### src/rtl/fwft_byte_packer.sv
// Packs RATIO consecutive FWFT FIFO entries into one wide word with a lane keep mask.
// Idle timeout and flush push out partially filled words so trailing bytes never strand.
module fwft_byte_packer #(
  parameter int IN_WIDTH = 8,
  parameter int RATIO    = 4,
  parameter int TIMEOUT  = 64
) (
  input  logic                        clk,
  input  logic                        rst_n,
  input  logic                        fifo_rdata_vld,
  input  logic [IN_WIDTH-1:0]         fifo_rdata,
  output logic                        fifo_rden,
  input  logic                        flush,
  output logic                        out_vld,
  output logic [IN_WIDTH*RATIO-1:0]   out_data,
  output logic [RATIO-1:0]            out_keep,
  input  logic                        out_rdy
);

  localparam int OUT_W = IN_WIDTH * RATIO;
  localparam int CNT_W = (RATIO > 1) ? $clog2(RATIO) : 1;
  localparam int TMR_W = (TIMEOUT > 0) ? $clog2(TIMEOUT + 1) : 1;
  localparam logic [CNT_W-1:0] LAST_LANE = CNT_W'(RATIO - 1);
  localparam logic [TMR_W-1:0] TMR_MAX   = TMR_W'(TIMEOUT);

  logic [CNT_W-1:0] cnt_q, cnt_d;
  logic [TMR_W-1:0] timer_q, timer_d;
  logic             flush_pend_q, flush_pend_d;
  logic [OUT_W-1:0] acc_q, acc_d;
  logic             out_vld_q, out_vld_d;
  logic [OUT_W-1:0] out_data_q, out_data_d;
  logic [RATIO-1:0] out_keep_q, out_keep_d;

  logic             out_free;
  logic             timeout_hit;
  logic             emit_partial;
  logic             accept;
  logic             word_done;
  logic [OUT_W-1:0] acc_merged;
  logic [RATIO-1:0] keep_partial;

  assign out_free     = !out_vld_q || out_rdy;
  assign timeout_hit  = (TIMEOUT != 0) && (timer_q == TMR_MAX);
  assign emit_partial = (cnt_q != '0) && out_free && (flush_pend_q || timeout_hit);
  // A partial emit owns the output register this cycle, so the head entry waits.
  assign accept       = fifo_rdata_vld && !emit_partial && ((cnt_q != LAST_LANE) || out_free);
  assign word_done    = accept && (cnt_q == LAST_LANE);
  assign fifo_rden    = accept && rst_n;

  // Accumulator view with the incoming entry dropped into lane cnt, plus the partial keep mask.
  for (genvar gi = 0; gi < RATIO; gi++) begin : g_lane
    assign acc_merged[gi*IN_WIDTH +: IN_WIDTH] =
      (accept && (cnt_q == CNT_W'(gi))) ? fifo_rdata : acc_q[gi*IN_WIDTH +: IN_WIDTH];
    assign keep_partial[gi] = (CNT_W'(gi) < cnt_q);
  end

  always_comb begin
    cnt_d        = cnt_q;
    timer_d      = timer_q;
    flush_pend_d = flush_pend_q;
    acc_d        = acc_merged;
    out_vld_d    = out_vld_q;
    out_data_d   = out_data_q;
    out_keep_d   = out_keep_q;

    if (emit_partial || word_done) begin
      cnt_d = '0;
      acc_d = '0;
    end else if (accept) begin
      cnt_d = cnt_q + CNT_W'(1);
    end

    if (TIMEOUT == 0 || accept || emit_partial) begin
      timer_d = '0;
    end else if ((cnt_q != '0) && (timer_q != TMR_MAX)) begin
      timer_d = timer_q + TMR_W'(1);
    end

    // Any word leaving the packer satisfies an outstanding flush.
    if (emit_partial || word_done) begin
      flush_pend_d = 1'b0;
    end else if (flush && ((cnt_q != '0) || accept)) begin
      flush_pend_d = 1'b1;
    end

    if (word_done) begin
      out_vld_d  = 1'b1;
      out_data_d = acc_merged;
      out_keep_d = '1;
    end else if (emit_partial) begin
      out_vld_d  = 1'b1;
      out_data_d = acc_q;
      out_keep_d = keep_partial;
    end else if (out_vld_q && out_rdy) begin
      out_vld_d  = 1'b0;
    end
  end

  always_ff @(posedge clk or negedge rst_n) begin
    if (!rst_n) begin
      cnt_q        <= '0;
      timer_q      <= '0;
      flush_pend_q <= 1'b0;
      acc_q        <= '0;
      out_vld_q    <= 1'b0;
      out_data_q   <= '0;
      out_keep_q   <= '0;
    end else begin
      cnt_q        <= cnt_d;
      timer_q      <= timer_d;
      flush_pend_q <= flush_pend_d;
      acc_q        <= acc_d;
      out_vld_q    <= out_vld_d;
      out_data_q   <= out_data_d;
      out_keep_q   <= out_keep_d;
    end
  end

  assign out_vld  = out_vld_q;
  assign out_data = out_data_q;
  assign out_keep = out_keep_q;

endmodule

### config.mk
export PLATFORM = sky130hd
export DESIGN_NAME = fwft_byte_packer
export DESIGN_NICKNAME = d
export VERILOG_FILES = /design/src/rtl/fwft_byte_packer.sv
export SDC_FILE = /design/constraint.sdc
export NUM_CORES = 1
export LEC_CHECK = 0
export ABC_AREA = 1
export CAP_MARGIN = 0
export CORE_ASPECT_RATIO = 1.25
export CORE_MARGIN = 2
export CORE_UTILIZATION = 40
export CTS_CLUSTER_SIZE = 40
export DETAILED_ROUTE_END_ITERATION = 10
export PLACE_DENSITY_LB_ADDON = 0.1
export SYNTH_ARGS = -nofsm -noshare
export SYNTH_HDL_FRONTEND = slang
export SYNTH_SLANG_ARGS = --single-unit
### constraint.sdc
create_clock -name clk -period 2.8 [get_ports clk]
set_input_delay 0.42 -clock clk [delete_from_list [all_inputs] [get_ports clk]]
set_output_delay 0.42 -clock clk [all_outputs]
set_load 0.01 [all_outputs]
==> summary.txt, run 1 <==
Yosys
  • Syn Area/Cell: 8.03 µm²
  • Post-synthesis net count: 489
  • Synthesis warning total: 0
  • Area leader, netlist: dfrtp_1
  • Ys async rst share: 1.00
  • Synth Cell Area: 0.00377 mm²
  • Cells after Synth: 470
  • Count leader, synth: nand2_1
  • Synth unique cells: 24
  • Post-synth EDFFs: 0
  • Area contributors post-synth: dfrtp_1 52%, nand2_1 15%, nand3_1 5.8%
  • Top cell type's share of synthesized area: 0.524
  • Synth Flop Type: dfrtp_1
  • Seq cells post-synth: 79
  • Register area share after synthesis: 0.524
  • Top cells by count, synth: 151 x nand2_1, 79 x dfrtp_1, 58 x inv_1, 44 x nand3_1, 31 x nor2_1

CTS
  • Max clock buf depth: 2
  • PostCTS Resize Cnt: 0
  • Worst skew pair latency: 340 ps
  • CTS sink count: 79
  • Cts bufs inserted: 9
  • Root buf cell: clkbuf_16
  • H-tree Lvls: 3
  • Worst-path clk slew: 60 ps
  • CTS tree: done

Hold path
  • Min-Delay Path Class: register to register
  • Min-delay src: out_data[10]

Job
  • Max-cap violations: 0

Timing
  • Fin crit period: 2470 ps
  • Fin. max-slew vios: 0
  • Post-route clock period utilization: 0.882
  • Relative slew slack: 0.544
  • RSZ-0062 raised after global routing: no
  • Slew @ Worst Pin: 683 ps
  • Final hold viol count: 0
  • Final setup vio count: 0
  • Clock Skew: 6.62 ps
  • Setup TNS Final: 0 ps
  • Max Clock Freq: 405 MHz

Power and ir drop
  • Peak VDD IR: 0.468 mV
  • Leakage: 2.27 nW
  • Power, Total: 4.87 mW
  • Pwr Density: 1030 mW/mm²

Layout
  • Filler cell count: 938
  • Area growth, synth to finish: 25.1%
  • Layout Nets: 539
  • FF/Latch Area: 0.00198 mm²
  • Antenna diodes: 0
  • Share of cells above drive strength 1: 0.0686
  • Multi-input gate area: 0.00144 mm²

Floorplanning
  • Core area: 0.00917 mm²
  • Die H: 113 µm
  • # rows: 39
  • Die X: 90.9 µm
  • DIE AREA: 0.0102 mm²
  • Io pins: 51
  • Starting Density: 0.411

Detailed routing
  • Routed WL per cell: 14.0 µm
  • DRC: 0
  • Vias/cell: 4.81
  • Final wirelength: 9070 µm
  • First DRT Iteration DRCs: 237
  • Routed Antenna Nets: 0
  • Pre-antenna DRT Iters: 4
  • Via count: 3115

Worst setup path
  • Endpoint class of the critical path: output port
  • WS Path Type: primary input to output port
  • CP Data Arrival Time: 2050 ps
  • Worst r2r src: timer_q[0]
  • Crit path max fanout: 27
  • WP data required: 2380 ps
  • Crit start category: primary input
  • Critical Path Start: rst_n

Place
  • GPL Wtd Cong: 0.792
  • Post-DP HPWL: 6010 µm
  • Port Buf Inserts: 50

Global routing
  • Grt ovf: 0
  • Number of global-route vias before repair: 3135
  • First-pass GRT wire length: 15300 µm
  • Initial antenna violation count: 0
  • GRT Overall Usage: 0.191
  • Largest net degree at the start of global routing: 55

Outcome
  • Status: complete, no violations
[cell usage in the layout, fill, tap and decap left out, types with 2 or more instances in the layout]
cell type          n
nand2_1          151
dfrtp_1           79
inv_1             58
clkdlybuf4s50_1   49
nand3_1           44
nor2_1            31
a21oi_1           23
o21ai_0           22
nand4_1           18
clkbuf_16          9
buf_4              7
ha_1               6
nor3_1             4
inv_2              3
clkinv_2           3
nand3_2            2
nand2_4            2
nand3_4            2
bufinv_16          2
buf_12             2
[final cells by class]
type                       instances  share of cell area
sequential                        79               0.419
multi-input combinational        309               0.305
timing repair buffer              59               0.126
clock buffer                      10              0.0506
inverter                          62              0.0498
tap                              123              0.0326
clock inverter                     6              0.0178
[per-stage QoR]
step                area (µm²)  hold slack (ps)  instances  setup slack [ps]  utilization
global placement          4390              351        631               453        0.478
floorplan                 3770              124        470               958            -
detailed placement        4390              355        631               463        0.478
global route              4720              497        648               194        0.515
CTS                       4720              481        648               299        0.515
finish                    4720              474        648               331        0.515
[final timing paths]
check	end	slack, ps	cells past startpoint
min in group asynchronous	timer_q[0]	530	2
max in group asynchronous	acc_q[3]	1250	3
min	out_data[10]	470	2
min reg2reg	out_data[10]	470	2
max reg2reg	timer_q[0]	660	12
max	fifo_rden	330	4
[logic make-up (layout without fill, tap and decap cells)]
| family | Yosys count | in the layout | share of synthesized area |
|---|---|---|---|
| AND/OR/NAND/NOR | 257 | 257 | 0.300 |
| adder cells (fa/ha/maj) | 6 | 6 | 0.0199 |
| buffers and inverters | 82 | 137 | 0.0945 |
| flip-flops | 79 | 79 | 0.524 |
| AO/OA/AOI/OAI | 46 | 46 | 0.0610 |
[sequential cells by signal (all words and copies together), names as in the netlist]
signal        cells
timer_q           7
acc_q            32
cnt_q             2
out_vld           1
flush_pend_q      1
out_data         32
out_keep          4
[metal layers]
layer	vias up	wire length (µm)	global-route usage
li1	1589	-	-
met1	1458	4100	0.243
met3	14	309	0.0403
met5	-	0	0
met2	54	4500	0.320
met4	0	160	0.0758
[report_power, final]
part           switching, mW  internal, mW  leakage, nW
logic                   1.17         0.769         1.06
clock network          0.456         0.801        0.162
registers              0.188          1.48         1.06
[critical path, cell delays in order]
cell             delay, ps
dlygate4sd3_1          520
buf_4                  340
and3_1                 230
clkdlybuf4s50_1        530
[what timing repair did]
action	in CTS	in global routing
setup buffers	0	0
setup endpoints to repair	0	0
hold buffers	1	0
endpoints found under the hold margin	18	0
Power figures use the tool's default switching activity.
==> run 2, diff against run 1 <==
==> constraint.sdc (replaced) <==
create_clock -name clk -period 3.2 [get_ports clk]
set_input_delay 0.48 -clock clk [delete_from_list [all_inputs] [get_ports clk]]
set_output_delay 0.48 -clock clk [all_outputs]
set_load 0.01 [all_outputs]
==> summary.txt, run 2 (same netlist as run 1, synthesis figures left out) <==
Outcome
  • Status: complete, no violations

Worst setup path
  • Slowest-stage cell, CP: clkdlybuf4s50_1
  • Crit start category: register
  • Family with the most delay on the worst path: simple AND/OR/NAND/NOR gates
  • Crit path cell chain: inv_1 > ha_1 > nand2_1 > inv_1 > nand3_2 > nand2_2 > nand2_4 > and3_1 > clkdlybuf4s50_1
  • WS Path Type: register to output port
  • CP Data Arrival Time: 2250 ps (+200 ps)
  • Crit path largest cell delay: 530 ps (about the same)
  • CP dominant cell by count: inv_1
  • Endpoint class of the critical path: output port
  • Crit path buf inv count: 3 (unchanged)
  • WP data required: 2720 ps (+340 ps)
  • Crit path max fanout: 27 (unchanged)

Power and ir drop
  • Power, Total: 4.43 mW (-9.0%)
  • Comb pwr share: 0.378 (-0.021)
  • Peak VDD IR: 0.389 mV (-17%)
  • Cell-internal power: 2.83 mW (-7.4%)
  • Clock share of power: 0.293 (+0.035)
  • Pwr Density: 936 mW/mm² (-9.3%)
  • Sw Share: 0.362 (-0.0109)
  • Net Switching: 1.61 mW (-12%)
  • Reg power frac: 0.330 (-0.013)
  • Leakage: 2.28 nW (about the same)

Floorplanning
  • # rows: 39 (unchanged)
  • DIE AREA: 0.0102 mm² (unchanged)
  • Starting Density: 0.411 (unchanged)
  • Die H: 113 µm (unchanged)
  • Core area: 0.00917 mm² (unchanged)
  • Io pins: 51 (unchanged)
  • Die X: 90.9 µm (unchanged)

Detailed routing
  • Vias/cell: 4.83 (+0.57%)
  • Final wirelength: 9210 µm (+1.6%)
  • First DRT Iteration DRCs: 266 (+12%)
  • Pre-antenna DRT Iters: 4 (unchanged)
  • DRC: 0 (unchanged)
  • Routed WL per cell: 14.3 µm (+1.9%)
  • Routed Antenna Nets: 0 (unchanged)
  • Via count: 3123 (+0.26%)

Place
  • GPL Wtd Cong: 0.814 (+2.8%)
  • Setup WS pre-CTS: 514 ps (+51.5 ps)
  • Port Buf Inserts: 50 (unchanged)
  • DP Cell Count: 629 (-0.32%)
  • Post-DP Area: 0.00435 mm² (-0.91%)
  • Post-DP HPWL: 5800 µm (-3.4%)

Timing
  • Max Clock Freq: 367 MHz
  • Fin. max-slew vios: 0 (unchanged)
  • Final hold viol count: 0 (unchanged)
  • Relative slew slack: 0.321 (-0.223)
  • RSZ-0062 raised after global routing: no
  • Slew @ Worst Pin: 1020 ps (+335 ps)
  • Setup TNS Final: 0 ps (unchanged)
  • Final setup vio count: 0 (unchanged)
  • Worst Setup Slack, final: 473 ps (+143 ps)
  • Clock Skew: 4.34 ps (-2.27 ps)
  • Hold slack: 462 ps (-12.0 ps)
  • Fin crit period: 2730 ps
  • Post-route clock period utilization: 0.852

CTS
  • Setup bufs post-CTS: 0 (unchanged)
  • Worst skew pair latency: 340 ps (about the same)
  • Worst-path clk slew: 60 ps (about the same)
  • H-tree Lvls: 3 (unchanged)
  • CTS sink count: 79 (unchanged)
  • Max clock buf depth: 2 (unchanged)
  • CTS tree: done
  • Hold buffer count at cts: 1 (unchanged)
  • Cts bufs inserted: 9 (unchanged)
  • PostCTS Resize Cnt: 0 (unchanged)
  • Root buf cell: clkbuf_16

Hold path
  • Min-Delay Path Class: primary input to async pin

Global routing
  • Number of global-route vias before repair: 3064 (-2.3%)
  • Grt ovf: 0 (unchanged)
  • Largest net degree at the start of global routing: 79 (+44%)
  • Initial antenna violation count: 0 (unchanged)
  • GRT Overall Usage: 0.193 (+0.00150)
  • First-pass GRT wire length: 15400 µm (+0.72%)

Job
  • Max-cap violations: 0 (unchanged)

Layout
  • Finished Layout Cells: 646 (-0.31%)
  • Commonest non-fill, non-tap cell in the layout: nand2_1
  • Post-route cell area: 0.00474 mm² (+0.37%)
  • Layout Nets: 537 (-0.37%)
  • Antenna diodes: 0 (unchanged)
  • Layout Utilization: 0.517 (+0.00191)
  • Share of cells above drive strength 1: 0.0650 (-0.00356)
  • Most frequent cells in the layout: 151 x nand2_1, 79 x dfrtp_1, 58 x inv_1, 49 x clkdlybuf4s50_1, 44 x nand3_1
  • Area growth, synth to finish: 25.6%
run 2: cell count changes in the layout (fill, tap and decap cells not counted):
| cell | previous run | this run |
|---|---|---|
| clkinvlp_4 | 0 | 1 |
| clkinv_2 | 3 | 0 |
| buf_12 | 2 | 0 |
| bufinv_16 | 2 | 4 |
| clkinv_4 | 1 | 0 |
| clkbuf_8 | 1 | 2 |
run 2: area by class of cell:
cell class                      count  area, µm²
Clock buffer                       11        253
Inverter                           62        235
Fill cell                         935       4440
Multi-Input combinational cell    309       1440
Timing Repair Buffer               57        553
Sequential cell                    79       1980
Tap cell                          123        154
Clock inverter                      5        128
run 2: final timing paths:
| check | from | endpoint | slack, ps | cells after the start |
|---|---|---|---|---|
| max | timer_q[0] | fifo_rden | 470 | 9 |
| min | rst_n | timer_q[6] | 460 | 2 |
| max reg2reg | timer_q[0] | out_keep[2] | 830 | 13 |
| min reg2reg | out_data[14] | out_data[14] | 480 | 2 |
| max in group asynchronous | rst_n | acc_q[17] | 1560 | 3 |
| min in group clk | out_data[14] | out_data[14] | 480 | 2 |
run 2: worst reg2reg max path: stages, from the launching register on:
cell and delay, ps:
dfrtp_1 370, inv_1 80, ha_1 190, nand2_1 50, inv_1 40, nand3_2 70, nand2_2 70, nand2_4 270
buf_4 350, inv_2 220, nor2_1 280, inv_1 150, nand2_1 80, nand2_1 40
run 2: layer usage:
| metal | GRT usage | wire length (µm) | vias to the layer above |
|---|---|---|---|
| li1 | - | - | 1580 |
| met1 | 0.249 | 4250 | 1475 |
| met2 | 0.314 | 4460 | 53 |
| met3 | 0.0342 | 292 | 15 |
| met4 | 0.0929 | 210 | 0 |
| met5 | 0 | 0 | - |
run 2: power groups by stage:
stage | combinational, mW | clock, mW | sequential (mW)
after floorplan | 1.02 | 0 | 1.53
after global placement | 1.67 | 0 | 1.47
after detailed placement | 1.69 | 0 | 1.48
after CTS | 1.70 | 1.32 | 1.47
after global routing | 1.88 | 1.37 | 1.51
final | 1.67 | 1.30 | 1.46
